--- src/rtl/uart_text_writer.sv ---
// uart_text_writer
//   Terminal-style write controller between a UART receiver and an
//   NCOL x NROW character buffer. Printable ASCII is written at the cursor,
//   CR/LF/BS move the cursor, FF (and reset) start a full-screen sweep that
//   fills every cell with a space. One buffer write per cycle at most.
//
// Ports
//   clk      sole clock
//   rstn     synchronous active-low reset
//   rx_wr    one-cycle strobe, rx_data valid
//   rx_data  received byte
//   wr_en    buffer write strobe (one cycle per cell)
//   col_w    buffer write column
//   row_w    buffer write row
//   din      buffer write data (ASCII)
//   busy     high while a clear sweep is running
//   cur_col  cursor column
//   cur_row  cursor row

module uart_text_writer #(
    parameter int NCOL = 80,
    parameter int NROW = 30
) (
    input  logic       clk,
    input  logic       rstn,
    input  logic       rx_wr,
    input  logic [7:0] rx_data,
    output logic       wr_en,
    output logic [6:0] col_w,
    output logic [4:0] row_w,
    output logic [6:0] din,
    output logic       busy,
    output logic [6:0] cur_col,
    output logic [4:0] cur_row
);

    localparam logic [6:0] COL_MAX = 7'(NCOL - 1);
    localparam logic [4:0] ROW_MAX = 5'(NROW - 1);
    localparam logic [6:0] SPACE   = 7'h20;

    typedef enum logic {CLEAR, IDLE} state_t;

    state_t     state, state_d;

    logic [6:0] sw_col, sw_col_d;
    logic [4:0] sw_row, sw_row_d;
    logic       pend_v, pend_v_d;
    logic [7:0] pend, pend_d;

    logic       wr_en_d;
    logic [6:0] col_w_d;
    logic [4:0] row_w_d;
    logic [6:0] din_d;
    logic       busy_d;
    logic [6:0] cur_col_d;
    logic [4:0] cur_row_d;

    // Byte to process this cycle: a pending byte always goes first.
    logic       byte_v;
    logic [7:0] byte_in;
    logic       sweep_last;

    assign byte_v     = (state == IDLE) && (pend_v || rx_wr);
    assign byte_in    = pend_v ? pend : rx_data;
    assign sweep_last = (sw_col == COL_MAX) && (sw_row == ROW_MAX);

    // Row-major successor of a sweep position; wraps to (0,0) after the last
    // cell so the counter is already home when the sweep ends.
    function automatic logic [11:0] sweep_step(input logic [6:0] c,
                                                input logic [4:0] r);
        logic [6:0] nc;
        logic [4:0] nr;
        if (c == COL_MAX) begin
            nc = '0;
            nr = (r == ROW_MAX) ? '0 : r + 5'd1;
        end else begin
            nc = c + 7'd1;
            nr = r;
        end
        return {nr, nc};
    endfunction

    // State register
    always_ff @(posedge clk) begin
        if (!rstn) begin
            state <= CLEAR;
        end else begin
            state <= state_d;
        end
    end

    // Next-state logic
    always_comb begin
        state_d = state;
        case (state)
            CLEAR: if (sweep_last) state_d = IDLE;
            IDLE:  if (byte_v && (byte_in == 8'h0C)) state_d = CLEAR;
            default: state_d = CLEAR;
        endcase
    end

    // Output / datapath next values (all registered below)
    always_comb begin
        logic [11:0] step;

        sw_col_d  = sw_col;
        sw_row_d  = sw_row;
        pend_v_d  = pend_v;
        pend_d    = pend;
        wr_en_d   = 1'b0;
        col_w_d   = col_w;
        row_w_d   = row_w;
        din_d     = din;
        cur_col_d = cur_col;
        cur_row_d = cur_row;
        step      = '0;
        // Covers the cycle after an FF (entering CLEAR) and the cycle
        // carrying the final sweep write (leaving CLEAR).
        busy_d    = (state == CLEAR) || (state_d == CLEAR);

        if (state == CLEAR) begin
            if (rx_wr && !pend_v) begin
                pend_v_d = 1'b1;
                pend_d   = rx_data;
            end
            wr_en_d   = 1'b1;
            col_w_d   = sw_col;
            row_w_d   = sw_row;
            din_d     = SPACE;
            step      = sweep_step(sw_col, sw_row);
            sw_col_d  = step[6:0];
            sw_row_d  = step[11:7];
            cur_col_d = '0;
            cur_row_d = '0;
        end else begin
            // Pending byte is consumed now; a simultaneous new byte takes its slot.
            if (pend_v) begin
                if (rx_wr) begin
                    pend_d = rx_data;
                end else begin
                    pend_v_d = 1'b0;
                end
            end

            if (byte_v) begin
                case (byte_in)
                    8'h0D: cur_col_d = '0;
                    8'h0A: cur_row_d = (cur_row == ROW_MAX) ? '0 : cur_row + 5'd1;
                    8'h08: begin
                        if (cur_col != '0) begin
                            wr_en_d   = 1'b1;
                            col_w_d   = cur_col - 7'd1;
                            row_w_d   = cur_row;
                            din_d     = SPACE;
                            cur_col_d = cur_col - 7'd1;
                        end
                    end
                    8'h0C: begin
                        // First sweep cell is written in the FF cycle itself;
                        // CLEAR continues from the following cell.
                        wr_en_d   = 1'b1;
                        col_w_d   = '0;
                        row_w_d   = '0;
                        din_d     = SPACE;
                        step      = sweep_step('0, '0);
                        sw_col_d  = step[6:0];
                        sw_row_d  = step[11:7];
                        cur_col_d = '0;
                        cur_row_d = '0;
                    end
                    default: begin
                        if ((byte_in >= 8'h20) && (byte_in <= 8'h7E)) begin
                            wr_en_d = 1'b1;
                            col_w_d = cur_col;
                            row_w_d = cur_row;
                            din_d   = byte_in[6:0];
                            if (cur_col == COL_MAX) begin
                                cur_col_d = '0;
                                cur_row_d = (cur_row == ROW_MAX) ? '0 : cur_row + 5'd1;
                            end else begin
                                cur_col_d = cur_col + 7'd1;
                            end
                        end
                    end
                endcase
            end
        end
    end

    // Datapath and output registers
    always_ff @(posedge clk) begin
        if (!rstn) begin
            sw_col  <= '0;
            sw_row  <= '0;
            pend_v  <= 1'b0;
            pend    <= '0;
            wr_en   <= 1'b0;
            col_w   <= '0;
            row_w   <= '0;
            din     <= '0;
            busy    <= 1'b1;
            cur_col <= '0;
            cur_row <= '0;
        end else begin
            sw_col  <= sw_col_d;
            sw_row  <= sw_row_d;
            pend_v  <= pend_v_d;
            pend    <= pend_d;
            wr_en   <= wr_en_d;
            col_w   <= col_w_d;
            row_w   <= row_w_d;
            din     <= din_d;
            busy    <= busy_d;
            cur_col <= cur_col_d;
            cur_row <= cur_row_d;
        end
    end

endmodule

--- config.mk ---
export PLATFORM = sky130hd
export DESIGN_NAME = uart_text_writer
export DESIGN_NICKNAME = d
export VERILOG_FILES = /design/src/rtl/uart_text_writer.sv
export SDC_FILE = /design/constraint.sdc
export NUM_CORES = 1
export LEC_CHECK = 0
export CAP_MARGIN = 25
export CORE_ASPECT_RATIO = 0.75
export CORE_UTILIZATION = 29
export DETAILED_ROUTE_END_ITERATION = 8
export PLACE_DENSITY = 0.51
export SLEW_MARGIN = 20
export SYNTH_ARGS = -nofsm -noshare
export SYNTH_HDL_FRONTEND = slang
export SYNTH_SLANG_ARGS = --single-unit
--- constraint.sdc ---
create_clock -name clk -period 2.39 [get_ports clk]
set_clock_uncertainty 0.05 [all_clocks]
set_input_delay 0.3585 -clock clk [delete_from_list [all_inputs] [get_ports clk]]
set_output_delay 0.3585 -clock clk [all_outputs]
set_load 0.005 [all_outputs]
==> impl_metrics.toml <==
[outcome]
outcome = "complete, but fails checks"
violations = "negative setup slack"

[grt]
grt_pass1_wl_um = 16400
grt_busiest_layer = "met2"
antenna_found_initial = 0
overflow = 0
grt_use_total_pct = 18.2
grtUsageMet2_pct = 28.1
use_met3_pct = 3.48
grt_pass1_vias = 3249
grt_start_max_net_pins = 37
grtUsageMet1_pct = 25.8

[placement]
io_buffers = 43
gp_congestion = 0.864
place_hpwl_um = 7320

[die]
ioPinCount = 44
start_util_pct = 30.6
core_area_um2 = 10500
die-area_um2 = 11600
die_h_um = 93.3
num_rows = 32
die_x_um = 124

[timing]
fin_ws_ps = -135
max_freq_mhz = 396
hold_viol_final = 0
finalSetupTns_ps = -1290
finalCritPeriodShare_pct = 106
slew_headroom_pct = 50.7
setup_violations = 21
worst_slew_pin_slew_ps = 737
rsz0062_at_grt = "true"
drv_slew = 0
whs_ps = 456
fin_crit_ps = 2520

[synth]
synthSimpleGateAreaFrac_pct = 27.5
netlist_instances = 394
synth_top_area_share_pct = 34.1
synth_xor_area_share_pct = 0.543
post-synth-top-count-cell = "dfxtp_1"
synth_cell_types = 69
synth_compound_gate_area_share_pct = 25.2
syn_avg_cell_area_um2 = 8.19
ys_ff_latch = 55
synth_edf_count = 0
synth_fp_nets = 412
synth.top_cells.by_count = "dfxtp_1, nand3_1, nand2_1"
synthMuxAreaShare_pct = 5.28
synth_fa_ha_area_share_pct = 3.03
synth_top_family_by_area = "simple AND/OR/NAND/NOR gates"
ys_warn_count = 0
yosysTopAreaCell = "dfxtp_1"
synth_area_um2 = 3230
async_reset_ff_share_pct = 0
yosys-top-cells-area = "dfxtp_1, nand3_1, mux2i_1"
yosysSeqAreaShare_pct = 34.1
ys.flop_type = "dfxtp_1"

[drt]
route.detailed.drc = 0
vias = 3507
postRouteAntennaNets = 0
wl_per_cell_um = 15.6
drtIter0Drc = 217
firstDrtPassIters = 7
viasPerCell = 5.41
drt_wl_total_um = 10100

[finish]
fin_util_pct = 45.3
drive_gt1_share_pct = 27.0
antennaDiodeCount = 0
seq_area_um2 = 1100
multiInputGateArea_um2 = 2110
layout.nets = 529
area_growth_pct = 48.0
fillCellCount = 1029

[min_path]
holdPathStages = 4
min_to = "pend[7]$_SDFFE_PN0P_"
min_path_type = "input pin to flop"
min_from = "rx_data[7]"

[clock_tree]
clkSlewWorstSetupHoldPaths_ps = 80
cts_tree = "built"
h-tree-depth = 2
cts_buffers = 5
cts_buffer_depth = 2
cts_root_buf = "clkbuf_16"
cts_hold_buf = 0
insertion_delay_ps = 300
clock-sinks = 55

[setup_path]
worstSetupEndpointType = "flop"
r2r_start = "pend_v$_SDFFE_PN0P_"
rrSetupSlack_ps = -130
reg2regPathDepth = 9
start_kind = "flop"
cp_top_family = "simple AND/OR/NAND/NOR gates"
worstSetupStartpoint = "pend_v$_SDFFE_PN0P_"
worstSetupPathType = "flop to flop"
arrival_ps = 2640
r2r-end = "din[2]$_SDFFE_PN0P_"
crit_required_ps = 2510
crit_chain = "buf_12 > or4_4 > a222oi_1 > buf_4 > a221oi_2 > nor3_4 > buf_2 > mux2i_1 > nor2_1"
crit_path_top_delay_cell = "or4_4"
crit_fanout = 6
slowest_delay_ps = 440
cp_num_buf_inv = 3

[power_and_ir_drop]
p_leak_uw = 0.00183
powerDensity_nw_per_um2 = 444
peakVddDrop_v = 0.000275

[job]
drv_cap = 0
## cell families after synthesis
group                      Yosys count
xor gates and xnor gates             2
adders and majority gates            8
and+or+nand+nor                    159
DFF                                 55
buffers and inverters               33
AOI/OAI and AO/OA                  120
muxes                               17
## timing repair
item | CTS | global route
cloned | 0 | 1
pin swaps | 16 | 18
endpoints found under the setup margin | 40 | 40
setup buffers | 8 | 7
resized for setup | 36 | 14
## worst max-delay path by stage
stage | endpoint | slack, ps | cells after the start
2_1_floorplan | din[5]$_SDFFE_PN0P_ | -60 | 8
3_3_place_gp | sw_row[3]$_SDFFE_PN0P_ | -500 | 8
3_5_place_dp | cur_col[4]$_SDFFE_PN0P_ | -520 | 8
4_1_cts | col_w[5]$_SDFFE_PN0P_ | -70 | 9
5_1_grt | col_w[6]$_SDFFE_PN0P_ | -210 | 9
6_report | din[2]$_SDFFE_PN0P_ | -130 | 9
## layer usage
metal / vias up / part of all wire, %
met4: 0 / 1.1
met3: 15 / 6.6
met5: - / 0
met2: 129 / 43
li1: 1722 / -
met1: 1641 / 49
## cell usage in the layout, fill, tap and decap left out, drive strengths merged, types with 3 or more instances in the layout
cell type,synthesis,final
a222oi,3,3
nor3,7,7
mux2i,17,17
a21oi,18,18
o211ai,8,8
o2111ai,3,3
clkbuf,19,5
a21boi,5,5
nor3b,3,3
or4b,3,3
nor4,4,4
nor2,21,21
nand3,35,35
a211oi,5,5
a31oi,14,14
dfxtp,55,55
ha,7,7
a22oi,4,4
o21ai,29,29
nor2b,14,14
o31ai,7,7
nand4b,3,3
and3,5,5
buf,8,94
inv,6,7
or4,3,3
nand2b,8,8
or3,4,4
and2,7,7
dlygate4sd2,0,6
nand2,31,31
or3b,3,3
o21a,3,3
clkdlybuf4s50,0,36
## where the power goes
| part | internal [uW] | switching, uW | total (uW) |
|---|---|---|---|
| clock | 501 | 372 | 874 |
| sequential | 933 | 15.1 | 948 |
| combinational | 161 | 137 | 298 |
| total | 1600 | 524 | 2120 |
## layout make-up
class / count / area share [%]
clock buffers: 5 / 2.62
clock inverters: 3 / 0.996
inverters: 6 / 0.472
multi-input cells: 306 / 44.2
flip-flops and latches: 55 / 23.1
well taps: 136 / 3.56
repair buffers: 137 / 25.0
## tightest hold or removal path: cells and delay by family
family	cells	cell delay, ps
buffers and inverters	2	260
muxes	1	60
and+or+nand+nor	1	100
## sequential cells by signal, summed over array words and instances (netlist names)
register / count
row_w: 5
pend_v: 1
col_w: 7
sw_row: 5
sw_col: 7
din: 7
state: 1
wr_en: 1
cur_col: 7
pend: 8
cur_row: 5
busy: 1
## metrics by stage
stage | worst slack, ps | area [um2] | power, uW | std cells
2_1_floorplan | -56.0 | 3250 | 1100 | 394
4_1_cts | -69.8 | 4680 | 2130 | 640
5_1_grt | -205 | 4770 | 2220 | 648
3_3_place_gp | -504 | 4330 | 1230 | 624
3_5_place_dp | -524 | 4330 | 1230 | 624
6_report | -135 | 4770 | 2120 | 648
No activity file was read; power rests on OpenSTA's default activity.
